===== src/rtl/decryption_dispatcher.sv =====
// rtl/decryption_dispatcher.sv - message framing and engine dispatch front-end for the decryption engine bank
//
// Frames each incoming message, latches the engine select on the first
// character, forwards characters to the chosen engine (0=caesar, 1=scytale,
// 2=zigzag), stalls upstream while the engine works and merges the engine
// outputs back into one stream.
//
// Ports:
//   clk, rst_n             clock, asynchronous active-low reset
//   data_i/valid_i/sel_i   incoming character, qualifier, engine select
//   ready_o                dispatcher accepts data_i
//   eng_data_o/eng_valid_o per-engine forwarded character and one-hot valid
//   eng_busy_i             per-engine busy
//   eng_data_i/eng_valid_i per-engine decrypted character and valid
//   data_o/valid_o         merged decrypted character and qualifier
//   busy_o                 message in progress
//   err_o                  1-cycle pulse: invalid select, overflow or busy timeout
//
// Optional feature macro DISPATCHER_STATS_EN adds msg_cnt_o[15:0] and
// err_cnt_o[7:0] saturating statistics counters.

module decryption_dispatcher #(
  parameter int                 D_WIDTH                = 8,
  parameter int                 MAX_NOF_CHARS          = 50,
  parameter logic [D_WIDTH-1:0] START_DECRYPTION_TOKEN = 8'hFA,
  parameter int                 BUSY_WAIT_MAX          = 4
) (
  input  logic                 clk,
  input  logic                 rst_n,
  input  logic [D_WIDTH-1:0]   data_i,
  input  logic                 valid_i,
  input  logic [1:0]           sel_i,
  output logic                 ready_o,
  output logic [3*D_WIDTH-1:0] eng_data_o,
  output logic [2:0]           eng_valid_o,
  input  logic [2:0]           eng_busy_i,
  input  logic [3*D_WIDTH-1:0] eng_data_i,
  input  logic [2:0]           eng_valid_i,
  output logic [D_WIDTH-1:0]   data_o,
  output logic                 valid_o,
  output logic                 busy_o,
  output logic                 err_o
`ifdef DISPATCHER_STATS_EN
  ,
  output logic [15:0]          msg_cnt_o,
  output logic [7:0]           err_cnt_o
`endif
);

  localparam int CW = $clog2(MAX_NOF_CHARS + 1);
  localparam int WW = $clog2(BUSY_WAIT_MAX + 1);

  typedef enum logic [1:0] {S_IDLE, S_FWD, S_WAIT_RISE, S_WAIT_FALL} state_t;

  state_t               state;
  logic [1:0]           sel_q;
  logic [CW-1:0]        char_cnt;
  logic                 ovf_seen;
  logic [WW-1:0]        wait_cnt;

  logic                 accept;
  logic                 is_token;
  logic                 room;
  logic [1:0]           fwd_sel;
  logic [2:0]           fwd_mask;
  logic                 sel_busy;
  logic                 sel_valid;
  logic [D_WIDTH-1:0]   sel_data;

  assign accept   = valid_i & ready_o;
  assign is_token = (data_i == START_DECRYPTION_TOKEN);
  assign room     = (char_cnt < CW'(MAX_NOF_CHARS));

  // In IDLE the select comes straight from the input; afterwards the latched one.
  // The token is always forwarded, ordinary chars only while there is room.
  always_comb begin
    fwd_sel  = (state == S_IDLE) ? sel_i : sel_q;
    fwd_mask = 3'b000;
    if (accept && (fwd_sel != 2'd3) && ((state == S_IDLE) || is_token || room))
      fwd_mask = 3'b001 << fwd_sel;
  end

  // Return-path mux for the latched engine; select 3 selects nothing.
  always_comb begin
    sel_busy  = 1'b0;
    sel_valid = 1'b0;
    sel_data  = '0;
    case (sel_q)
      2'd0: begin
        sel_busy  = eng_busy_i[0];
        sel_valid = eng_valid_i[0];
        sel_data  = eng_data_i[0 +: D_WIDTH];
      end
      2'd1: begin
        sel_busy  = eng_busy_i[1];
        sel_valid = eng_valid_i[1];
        sel_data  = eng_data_i[D_WIDTH +: D_WIDTH];
      end
      2'd2: begin
        sel_busy  = eng_busy_i[2];
        sel_valid = eng_valid_i[2];
        sel_data  = eng_data_i[2*D_WIDTH +: D_WIDTH];
      end
      default: ;
    endcase
  end

  always_ff @(posedge clk or negedge rst_n) begin
    if (!rst_n) begin
      state       <= S_IDLE;
      sel_q       <= 2'd0;
      char_cnt    <= '0;
      ovf_seen    <= 1'b0;
      wait_cnt    <= '0;
      ready_o     <= 1'b1;
      eng_data_o  <= '0;
      eng_valid_o <= 3'b000;
      data_o      <= '0;
      valid_o     <= 1'b0;
      busy_o      <= 1'b0;
      err_o       <= 1'b0;
    end else begin
      eng_valid_o <= fwd_mask;
      err_o       <= 1'b0;
      for (int n = 0; n < 3; n++) begin
        if (fwd_mask[n]) eng_data_o[n*D_WIDTH +: D_WIDTH] <= data_i;
      end

      // Merge is live in both wait states, which includes the exit cycle.
      valid_o <= 1'b0;
      if ((state == S_WAIT_RISE) || (state == S_WAIT_FALL)) begin
        valid_o <= sel_valid;
        if (sel_valid) data_o <= sel_data;
      end

      case (state)
        S_IDLE: begin
          if (accept) begin
            sel_q    <= sel_i;
            ovf_seen <= 1'b0;
            char_cnt <= '0;
            if (sel_i == 2'd3) begin
              err_o  <= 1'b1;
              busy_o <= !is_token;
              if (!is_token) state <= S_FWD;
            end else begin
              busy_o <= 1'b1;
              if (is_token) begin
                ready_o  <= 1'b0;
                wait_cnt <= '0;
                state    <= S_WAIT_RISE;
              end else begin
                char_cnt <= CW'(1);
                state    <= S_FWD;
              end
            end
          end
        end
        S_FWD: begin
          if (accept) begin
            if (is_token) begin
              if (sel_q == 2'd3) begin
                busy_o <= 1'b0;
                state  <= S_IDLE;
              end else begin
                ready_o  <= 1'b0;
                wait_cnt <= '0;
                state    <= S_WAIT_RISE;
              end
            end else if (sel_q != 2'd3) begin
              if (room) begin
                char_cnt <= char_cnt + 1'b1;
              end else if (!ovf_seen) begin
                ovf_seen <= 1'b1;
                err_o    <= 1'b1;
              end
            end
          end
        end
        S_WAIT_RISE: begin
          if (sel_busy) begin
            state <= S_WAIT_FALL;
          end else if (wait_cnt == WW'(BUSY_WAIT_MAX - 1)) begin
            err_o   <= 1'b1;
            ready_o <= 1'b1;
            busy_o  <= 1'b0;
            state   <= S_IDLE;
          end else begin
            wait_cnt <= wait_cnt + 1'b1;
          end
        end
        S_WAIT_FALL: begin
          if (!sel_busy) begin
            ready_o <= 1'b1;
            busy_o  <= 1'b0;
            state   <= S_IDLE;
          end
        end
        default: state <= S_IDLE;
      endcase
    end
  end

`ifdef DISPATCHER_STATS_EN
  always_ff @(posedge clk or negedge rst_n) begin
    if (!rst_n) begin
      msg_cnt_o <= '0;
      err_cnt_o <= '0;
    end else begin
      if ((state == S_WAIT_FALL) && !sel_busy && (msg_cnt_o != 16'hFFFF))
        msg_cnt_o <= msg_cnt_o + 1'b1;
      if (err_o && (err_cnt_o != 8'hFF))
        err_cnt_o <= err_cnt_o + 1'b1;
    end
  end
`endif

endmodule


===== config.mk =====
export PLATFORM = sky130hd
export DESIGN_NAME = decryption_dispatcher
export DESIGN_NICKNAME = d
export VERILOG_FILES = /design/src/rtl/decryption_dispatcher.sv
export SDC_FILE = /design/constraint.sdc
export NUM_CORES = 1
export LEC_CHECK = 0
export BUFFER_PORTS_ARGS = -buffer_cell sky130_fd_sc_hd__buf_2
export CAP_MARGIN = 0
export CORE_ASPECT_RATIO = 0.7
export CORE_MARGIN = 5
export CORE_UTILIZATION = 52
export DETAILED_ROUTE_END_ITERATION = 8
export PLACE_DENSITY = 0.8
export SLEW_MARGIN = 5
export SYNTH_ARGS = -nofsm -noshare
export SYNTH_HDL_FRONTEND = slang
export SYNTH_SLANG_ARGS = --single-unit

===== constraint.sdc =====
create_clock -name clk -period 1.9 [get_ports clk]
set_input_delay 0.38 -clock clk [delete_from_list [all_inputs] [get_ports clk]]
set_output_delay 0.38 -clock clk [all_outputs]
set_load 0.01 [all_outputs]

==> results.ini <==
[outcome]
run_status=finished clean

[global_route]
grt_pass1_vias=2282
grt_max_degree=22
antenna_found_initial=0
groute.usage.overall_pct=20.00
grt-ovfl-total=0
grt_pass1_wl_um=11140

[floorplan]
die_w_um=97.36
die_h_um=71.15
core_area_um2=5202
io_pins=82
die-area_um2=6927
rows=22
start_util_pct=53.39

[synth]
ys.flop_type=dfrtp_1
ys_ff_latch=53
syn_inst=237
yosysSeqAreaShare_pct=47.79
synth_top_area_share_pct=46.85
synth_nets=283
synth.largest_area_cell=dfrtp_1
postSynthAreaPerCell_um2=11.72
synth_warnings=0
yosysUniqueCellTypes=49
async_flop_share_pct=100.0
synth.top_cells.by_area=dfrtp_1, mux2_2, mux2i_1, nand2_1, a31oi_4
synth.cell_area_um2=2778
synth_edf_count=0

[timing]
fmax_mhz=543.7
rsz0062_at_grt=false
slew_headroom_pct=54.14
drv_slew=0
fin_crit_sh_pct=96.80
period_needed_ns=1.839
fin_skew_ns=0.004359
fin_tns_setup_ns=0
hold_violations=0
setup_violations=0
worstMarginPinSlew_ns=0.6865
hold_ws_ns=0.007769

[flow_run]
max_cap_violations=0

[power]
peakVddDrop_mv=0.9401
power_density_nw_per_um2=1480
leakage_nw=1.659

[critical_path]
end_kind=register
arrival_ns=2.04
r2r_start=state[1]
crit_type=reg -> reg
required_ns=2.10
crit_path_start_kind=register
r2r_setup_slack_ns=0.06
crit_start=state[1]
crit_fanout=9

[drt]
drt_wl_total_um=6521
ant_nets=0
first_pass_iters=4
avgRoutedWirePerCell_um=16.14
drt_iter0_drc=134
via_per_inst=5.512
drc=0
vias=2227

[layout]
fill_cells=410
fin_cells=404
multiInputGateArea_um2=1388
finalNetCount=377
final_util_pct=66.47
drive_gt1_share_pct=48.49
area_growth_pct=24.50
antenna_cells=0
seq_area_um2=1329

[clocking]
clk_pin_slew_worst_paths_ns=0.09
cts_sinks=53
cts_tree=yes
post-cts-setup-buffers=0
cts.htree.levels=2
clk_latency_ns=0.31
root_buffer=clkbuf_8
holdBufCountCts=0
numCtsBuffers=5
clockBufferDepth=2

[hold_path]
hp-class=in -> async

[place]
io_buffer_count=81
dp_cells=396
dp_hpwl_um=5038
gp_congestion=0.9258

critical path, stage by stage (launching register included):
cell and delay, ns:
dfrtp_1 0.46, nor2_4 0.22, mux2_4 0.34, a31oi_4 0.33
mux2_2 0.38
Yosys cell counts (all sizes together), types with 3 or more instances:
cell type and count:
nor3 8, dfrtp 52, nor2 8, o21a 3, o21ai 14, or2 3
or4 4, a211o 3, o31ai 6, clkbuf 3, a21oi 4, and2 3
ha 3, nand2 21, nand3 7, buf 6, inv 9, o211ai 3
and3 3, a31oi 3, mux2i 13, mux2 34
cell type report:
class                   instances  area share [%]
clock inverters                 2          0.5065
flip-flops and latches         53           38.42
inverters                       9          0.9768
well taps                      72           2.605
multi-input cells             166           40.12
clock buffers                   6           2.388
repair buffers                 96           14.98
path summary, 6_finish.rpt:
check,to,cells past startpoint
max,eng_data_o[10],4
min,wait_cnt[2],1
max reg2reg,eng_data_o[10],4
min reg2reg,busy_o,1
max in group asynchronous,char_cnt[4],2
min in group clk,eng_data_o[16],2
cells in the final DEF, fill, tap and decap left out, drive strengths merged, types with 4 or more instances in the layout:
master / count
a21oi: 4
nor3: 8
clkbuf: 6
inv: 10
or4: 4
mux2: 34
o21ai: 14
buf: 96
dfrtp: 52
mux2i: 13
o31ai: 6
nand2: 21
nand3: 7
nor2: 8
what timing repair did:
action | CTS | global route
gates resized for setup | 0 | 4
hold endpoints to repair | 0 | 0
setup endpoints to repair | 0 | 15
kinds of logic (layout without fill, tap and decap cells):
kind of cell / Yosys count / in the layout / synth area share, %
adder cells (fa/ha/maj): 3 / 3 / 1.351
AO/OA/AOI/OAI: 46 / 46 / 14.73
AND/OR/NAND/NOR: 70 / 70 / 14.64
multiplexers: 47 / 47 / 18.60
flip-flops: 53 / 53 / 47.79
buffers and inverters: 18 / 113 / 2.883
per-layer routing:
layer  routed length, µm  track usage [%]
met1                2923            27.81
met2                2971            29.28
met3                 556            7.291
met4                  70            6.452
met5                   0                0
power breakdown:
| group | switching (W) | internal (W) | total (W) |
|---|---|---|---|
| combinational | 0.00130 | 0.00121 | 0.00251 |
| clock | 0.000381 | 0.000303 | 0.000684 |
| sequential | 0.000300 | 0.00163 | 0.00193 |
state kept, by name, summed over array words and instances (netlist names):
name,count
eng_data_o,24
data_o,8
char_cnt,6
eng_valid_o,3
wait_cnt,3
sel_q,2
state,2
busy_o,1
err_o,1
ovf_seen,1
ready_o,1
valid_o,1
through the flow:
stage / power [W] / worst slack [ns] / area (µm²)
final: 0.005118 / 0.06077 / 3458
after floorplan: 0.003521 / 0.1498 / 2778
after global routing: 0.005518 / 0.001514 / 3458
after detailed placement: 0.004446 / -0.03957 / 3339
after CTS: 0.005134 / 0.03352 / 3440
after global placement: 0.004364 / 0.07387 / 3339
No activity file was read; power rests on OpenSTA's default activity.
